### src/rtl/ex_hilo_ctrl_pkg.sv
// Funct codes, bus widths, FSM state type and the funct decode helper shared
// by the HI/LO sequencer and its register file.
package ex_hilo_ctrl_pkg;

    localparam int DATA_W  = 32;
    localparam int DDATA_W = 64;
    localparam int FUNCT_W = 6;

    localparam logic [FUNCT_W-1:0] FUNCT_MFHI  = 6'h10;
    localparam logic [FUNCT_W-1:0] FUNCT_MTHI  = 6'h11;
    localparam logic [FUNCT_W-1:0] FUNCT_MFLO  = 6'h12;
    localparam logic [FUNCT_W-1:0] FUNCT_MTLO  = 6'h13;
    localparam logic [FUNCT_W-1:0] FUNCT_MULT  = 6'h18;
    localparam logic [FUNCT_W-1:0] FUNCT_MULTU = 6'h19;

    typedef enum logic {
        ST_IDLE = 1'b0,
        ST_BUSY = 1'b1
    } hilo_state_e;

    typedef struct packed {
        logic is_mul;
        logic is_mt;
        logic is_mf;
    } funct_class_t;

    function automatic funct_class_t classify_funct(input logic [FUNCT_W-1:0] f);
        funct_class_t c;
        c.is_mul = (f == FUNCT_MULT) || (f == FUNCT_MULTU);
        c.is_mt  = (f == FUNCT_MTHI) || (f == FUNCT_MTLO);
        c.is_mf  = (f == FUNCT_MFHI) || (f == FUNCT_MFLO);
        return c;
    endfunction

endpackage

### src/rtl/ex_hilo_ctrl_hilo_reg.sv
// Architectural HI/LO pair: one 64-bit product write port and separate
// 32-bit MTHI/MTLO write ports.
module hilo_reg
    import ex_hilo_ctrl_pkg::*;
(
    input  logic               clk,
    input  logic               rst_n,
    input  logic               i_mul_we,
    input  logic [DDATA_W-1:0] i_mul_wdata,
    input  logic               i_hi_we,
    input  logic [DATA_W-1:0]  i_hi_wdata,
    input  logic               i_lo_we,
    input  logic [DATA_W-1:0]  i_lo_wdata,
    output logic [DATA_W-1:0]  o_hi,
    output logic [DATA_W-1:0]  o_lo
);

    logic [DATA_W-1:0] r_hi;
    logic [DATA_W-1:0] r_lo;

    // The controller never raises a product write together with an MT write.
    always_ff @(posedge clk or negedge rst_n) begin
        if (!rst_n) begin
            r_hi <= '0;
            r_lo <= '0;
        end else if (i_mul_we) begin
            r_hi <= i_mul_wdata[DDATA_W-1:DATA_W];
            r_lo <= i_mul_wdata[DATA_W-1:0];
        end else begin
            if (i_hi_we) r_hi <= i_hi_wdata;
            if (i_lo_we) r_lo <= i_lo_wdata;
        end
    end

    assign o_hi = r_hi;
    assign o_lo = r_lo;

endmodule

### src/rtl/ex_hilo_ctrl.sv
// EX-stage HI/LO sequencer: issues multiplies, stalls the pipe until the
// product is captured, and services MTHI/MTLO/MFHI/MFLO.
module ex_hilo_ctrl
    import ex_hilo_ctrl_pkg::*;
#(
    parameter int MUL_LATENCY = 1,
    parameter int CNT_W       = 4
)(
    input  logic               clk,
    input  logic               rst_n,
    input  logic               ex_valid,
    input  logic [FUNCT_W-1:0] funct,
    input  logic [DATA_W-1:0]  operand_1,
    input  logic [DATA_W-1:0]  operand_2,
    input  logic               flush,
    output logic               mul_en,
    output logic               mul_signed,
    output logic [DATA_W-1:0]  mul_op1,
    output logic [DATA_W-1:0]  mul_op2,
    input  logic               mul_done,
    input  logic [DDATA_W-1:0] mul_result,
    output logic               stall_req,
    output logic [DATA_W-1:0]  hilo_rdata,
    output logic [DATA_W-1:0]  hi,
    output logic [DATA_W-1:0]  lo
);

    localparam logic [CNT_W-1:0] CNT_LAST = CNT_W'(MUL_LATENCY - 1);

    hilo_state_e       r_state;
    hilo_state_e       w_state_nxt;
    logic [CNT_W-1:0]  r_cnt;
    logic [DATA_W-1:0] r_op1;
    logic [DATA_W-1:0] r_op2;
    logic              r_signed;
    funct_class_t      w_cls;
    logic              w_idle;
    logic              w_busy;
    logic              w_at_last;
    logic              w_issue;
    logic              w_capture;
    logic              w_mt_wr;

    assign w_cls     = classify_funct(funct);
    assign w_idle    = (r_state == ST_IDLE);
    assign w_busy    = (r_state == ST_BUSY);
    assign w_at_last = (r_cnt == CNT_LAST);
    assign w_issue   = w_idle & ex_valid & w_cls.is_mul & !flush;
    // flush suppresses the product write even on the capture cycle
    assign w_capture = w_busy & w_at_last & mul_done & !flush;
    assign w_mt_wr   = w_idle & ex_valid & w_cls.is_mt & !flush;

    always_ff @(posedge clk or negedge rst_n) begin
        if (!rst_n) r_state <= ST_IDLE;
        else        r_state <= w_state_nxt;
    end

    always_comb begin
        w_state_nxt = r_state;
        if (flush) begin
            w_state_nxt = ST_IDLE;
        end else begin
            case (r_state)
                ST_IDLE: if (ex_valid && w_cls.is_mul) w_state_nxt = ST_BUSY;
                ST_BUSY: if (w_at_last && mul_done)    w_state_nxt = ST_IDLE;
                default:                               w_state_nxt = ST_IDLE;
            endcase
        end
    end

    // Operands are frozen at issue so the multiplier sees stable inputs all of BUSY.
    always_ff @(posedge clk or negedge rst_n) begin
        if (!rst_n) begin
            r_cnt    <= '0;
            r_op1    <= '0;
            r_op2    <= '0;
            r_signed <= 1'b0;
        end else if (w_issue) begin
            r_cnt    <= '0;
            r_op1    <= operand_1;
            r_op2    <= operand_2;
            r_signed <= (funct == FUNCT_MULT);
        end else if (w_busy && !w_at_last) begin
            r_cnt <= r_cnt + 1'b1;
        end
    end

    always_comb begin
        mul_en     = w_busy;
        stall_req  = !flush & ((w_idle & ex_valid & w_cls.is_mul) |
                               (w_busy & !(w_at_last & mul_done)));
        hilo_rdata = '0;
        if (funct == FUNCT_MFHI)      hilo_rdata = hi;
        else if (funct == FUNCT_MFLO) hilo_rdata = lo;
    end

    assign mul_signed = r_signed;
    assign mul_op1    = r_op1;
    assign mul_op2    = r_op2;

    hilo_reg u_hilo_reg (
        .clk         (clk),
        .rst_n       (rst_n),
        .i_mul_we    (w_capture),
        .i_mul_wdata (mul_result),
        .i_hi_we     (w_mt_wr & (funct == FUNCT_MTHI)),
        .i_hi_wdata  (operand_1),
        .i_lo_we     (w_mt_wr & (funct == FUNCT_MTLO)),
        .i_lo_wdata  (operand_1),
        .o_hi        (hi),
        .o_lo        (lo)
    );

endmodule
### config.mk
export PLATFORM = sky130hd
export DESIGN_NAME = ex_hilo_ctrl
export DESIGN_NICKNAME = d
export VERILOG_FILES = /design/src/rtl/ex_hilo_ctrl_pkg.sv /design/src/rtl/ex_hilo_ctrl_hilo_reg.sv /design/src/rtl/ex_hilo_ctrl.sv
export SDC_FILE = /design/constraint.sdc
export NUM_CORES = 1
export LEC_CHECK = 0
export BUFFER_PORTS_ARGS = -buffer_cell sky130_fd_sc_hd__buf_2
export CAP_MARGIN = 5
export CORE_UTILIZATION = 25
export CTS_CLUSTER_SIZE = 16
export DETAILED_ROUTE_END_ITERATION = 6
export GPL_TIMING_DRIVEN = 1
export SYNTH_ARGS = -nofsm -noshare
export SYNTH_HDL_FRONTEND = slang
export SYNTH_SLANG_ARGS = --single-unit
### constraint.sdc
create_clock -name clk -period 2.3 [get_ports clk]
set_input_delay 0.345 -clock clk [delete_from_list [all_inputs] [get_ports clk]]
set_output_delay 0.345 -clock clk [all_outputs]
set_load 0.1 [all_outputs]
==> results.txt <==
----------------------------------------------------
[Run]
  # Max-Cap Violations ... 0

[Synthesis]
  Synthesis-stage register bit count ... roughly 130
  Portion of synthesized cell area occupied by the leading cell type ... 51.0%
  Fraction of the yosys area taken by sequential cells ... between 50% and 60%
  Number of synthesis warnings ... 0
  Number of instances in the synthesized netlist ... 590
  Distinct cell type count of the synthesized netlist ... 30
  Cells taking the most area after synthesis ... sky130_fd_sc_hd__dfrtp_1, sky130_fd_sc_hd__mux2_2, sky130_fd_sc_hd__mux2_4
  Net count after synthesis ... 731
  Post-synthesis average cell area ... 11.1 um^2
  Cell taking the most area after synthesis ... sky130_fd_sc_hd__dfrtp_1
  Cell area after synthesis ... 6570 um^2

[Pwr]
  Power density cells ... roughly 880 nW/um^2
  Static Leakage ... 5.43 nW
  Peak supply drop ... around 0.0005 V
  Total power draw ... 8.68 mW

[Clock tree]
  Clock tree root buffer cell ... sky130_fd_sc_hd__clkbuf_16
  Clock insertion delay at the later pin of the skew report ... ~0.42 ns
  Number of buffers created by CTS ... 17
  H-tree Lvls ... 4
  TritonCTS sink count ... 134
  Register clock-pin slew on the reported worst setup and hold paths ... 0.07 ns
  CTS tree ... done
  Longest Clk Path Bufs ... 2

[Critical path]
  Buffers & Inverters on Critical Path ... 2
  Critical Path Slowest Stage Cell ... sky130_fd_sc_hd__dfrtp_1
  Cell family with most CP delay ... flip-flops
  Data arrival, critical path ... about 1.8 ns
  CP endpoint kind ... output port
  Launching element type of the critical path ... flop
  Crit-path cells ... inv_2 > ha_1 > nor3b_4 > a21oi_2 > a31oi_2 > nor2_2 > buf_12
  Biggest fanout along the worst timing path ... 3
  Maximum cell stage delay along the critical path ... roughly 0.4 ns
  Type of the worst setup path ... reg -> out
  Data required time of the critical path ... 1.96 ns

[Global routing]
  Wire length of the first global-routing pass ... 30.5 mm
  Total grt overflow ... 0
  GRT Total Usage ... 15.0%
  Antenna violations before repair ... 0
  Pin count of the biggest net entering global routing ... 60
  Number of global-route vias before repair ... 5560

[Layout]
  Area occupied by registers ... 3350 um^2
  Finished layout cell area ... about 9900 um^2
  Final net count ... 1038
  Area Growth Syn to Fin ... 50.2%
  Ant diodes ... 0
  Filler cell count ... around 2500
  Footprint of the multi-input gates ... 3220 um^2
  Share of final-layout standard cells stronger than drive strength 1 ... 57.3%

[Route]
  Post-Route WL ... between 20 and 25 mm
  Violation count after the first detailed-route iteration ... 226
  Drc violations ... 0
  Pre-antenna DRT Iters ... 4
  Drt wl/cell ... 16.3 um
  Routed Antenna Nets ... 0
  Per-cell via count in the routed design ... 4.38
  Total number of vias ... about 5400

[Timing]
  Fraction of the cycle the final worst path needs ... 93.8%
  Clock period minus final worst setup slack ... 2.16 ns
  Number of slew-limit violations in the final report ... 0
  Final-report hold violation count ... 0
  RSZ-0062 raised after global routing ... false
  Number of failing setup endpoints in the final timing report ... 0
  Fmax ... 464 MHz
  Final worst clock skew ... 0.0109 ns
  Pin slew with the least headroom to its limit ... 0.670 ns
  Headroom to the max-slew limit ... 55.3%

[Place]
  I/O Buffers ... roughly 300
  Gpl congestion ... 0.783
  HPWL after detailed placement ... around 15 mm
  Dpl cell area ... 9270 um^2

[Floorplanning]
  Rows ... 58
  CORE AREA ... 25500 um^2
  Total die area ... between 20000 and 30000 um^2
  Initial core utilization ... 25.8%
  Number of I/O pins ... 302
  Die Span Y ... 164 um
  Horiz. Die Dim ... 164 um

[Run status]
  Run status ... completed

[Worst hold path]
  Hold WC Path Type ... in -> reg

----------------------------------------------------
-- cell families after synthesis --
| kind of cell | after synthesis | share of synthesized area (%) |
|---|---|---|
| flip-flops | 134 | 51.0 |
| AND/OR/NAND/NOR | 246 | 14.9 |
| buffers and inverters | 39 | 3.07 |
| multiplexers | 160 | 29.7 |
| adder cells (fa/ha/maj) | 2 | 0.381 |
| AO/OA/AOI/OAI | 6 | 0.571 |
| XOR/XNOR | 3 | 0.400 |
-- worst min-delay path, cell delays in order --
cell                      delay (ns)
sky130_fd_sc_hd__buf_2          0.08
sky130_fd_sc_hd__nand2_1        0.04
sky130_fd_sc_hd__nand2_1        0.04
-- cells in the mapped netlist, drive strengths merged --
| cell type | n |
|---|---|
| nand2 | 195 |
| dfrtp | 134 |
| mux2 | 128 |
| nor2 | 38 |
| mux2i | 32 |
| buf | 20 |
| clkbuf | 15 |
| inv | 4 |
| nand3 | 3 |
| a21oi | 2 |
| ha | 2 |
| nand4 | 2 |
| o21ai | 2 |
| xor2 | 2 |
| a31oi | 1 |
| and3 | 1 |
| nand2b | 1 |
| nand4b | 1 |
| nor2b | 1 |
| nor3b | 1 |
| nor4b | 1 |
| nor4bb | 1 |
| o21a | 1 |
| or3b | 1 |
| xnor2 | 1 |
-- where the power goes --
group	switching [mW]	internal [mW]	leakage [nW]
Combinational	2.56	0.609	3.35
Clock	1.16	1.47	0.278
Sequential	0.222	2.66	1.80
Total	3.94	4.74	5.43
-- metrics by stage --
step | utilization (%) | hold slack [ns] | cells | TNS [ns] | setup slack [ns]
global placement | 36.4 | 0.349 | 1206 | 0 | 0.153
global route | 38.7 | 0.0918 | 1240 | 0 | 0.0186
floorplan | - | 0.0494 | 590 | -2.23 | -0.411
detailed placement | 36.4 | 0.353 | 1206 | 0 | 0.107
finish | 38.7 | 0.114 | 1240 | 0 | 0.143
CTS | 38.7 | 0.0882 | 1239 | 0 | 0.0707
-- final cells by class --
type	count	area share, %
Clock buffer	19	4.59
Multi-Input combinational cell	417	32.7
Tap cell	330	4.18
Sequential cell	134	34.0
Clock inverter	13	1.13
Inverter	4	0.152
Timing Repair Buffer	323	23.3
-- path summary, 6_finish.rpt --
kind	start	slack, ns	end	cells after the start
worst max-delay path	r_cnt[0]	0.14	stall_req	7
worst min-delay path	operand_2[17]	0.11	mul_op2[17]	3
worst max register to register	r_cnt[0]	0.16	u_hilo_reg.o_lo[4]	8
worst min register to register	mul_op2[19]	0.47	mul_op2[19]	2
max in group asynchronous	rst_n	1.18	mul_op1[6]	3
min in group asynchronous	rst_n	0.47	u_hilo_reg.o_lo[17]	2
-- registers in the layout (all words and copies together) (netlist names) --
signal           cells
u_hilo_reg.o_hi     32
mul_op2             32
mul_signed           1
u_hilo_reg.o_lo     32
mul_en               1
r_cnt                4
mul_op1             32
-- layer usage --
| metal | vias to the layer above | wire, um | part of all wire, % | GRT usage [%] |
|---|---|---|---|---|
| met5 | - | 0 | 0 | 0 |
| met4 | 0 | 233 | 1.2 | 4.46 |
| met3 | 16 | 1420 | 7.0 | 4.47 |
| met2 | 202 | 10000 | 50 | 25.8 |
| met1 | 2646 | 8520 | 42 | 17.9 |
| li1 | 2570 | - | - | - |
-- cell usage in the layout, fill, tap and decap left out, drive strengths merged --
cell         count
inv             11
a31oi            1
nor2b            1
o21a             1
nor4bb           1
clkinvlp         1
nand3            3
or3b             1
nor3b            1
nor4b            1
clkinv           5
nand4b           1
a21oi            2
nand4            2
o21ai            2
dlygate4sd3      1
and3             1
dfrtp          134
nand2b           1
ha               2
buf            322
nand2          195
clkbuf          19
nor2            38
xor2             2
mux2           128
mux2i           32
xnor2            1
-- what timing repair did --
action | 4_1_cts | 5_1_grt
resized for setup | 0 | 4
setup endpoints to repair | 0 | 16
hold endpoints to repair | 49 | 0
hold buffers | 1 | 0
buffers inserted | 0 | 1
(Power assumes the default switching activity.)
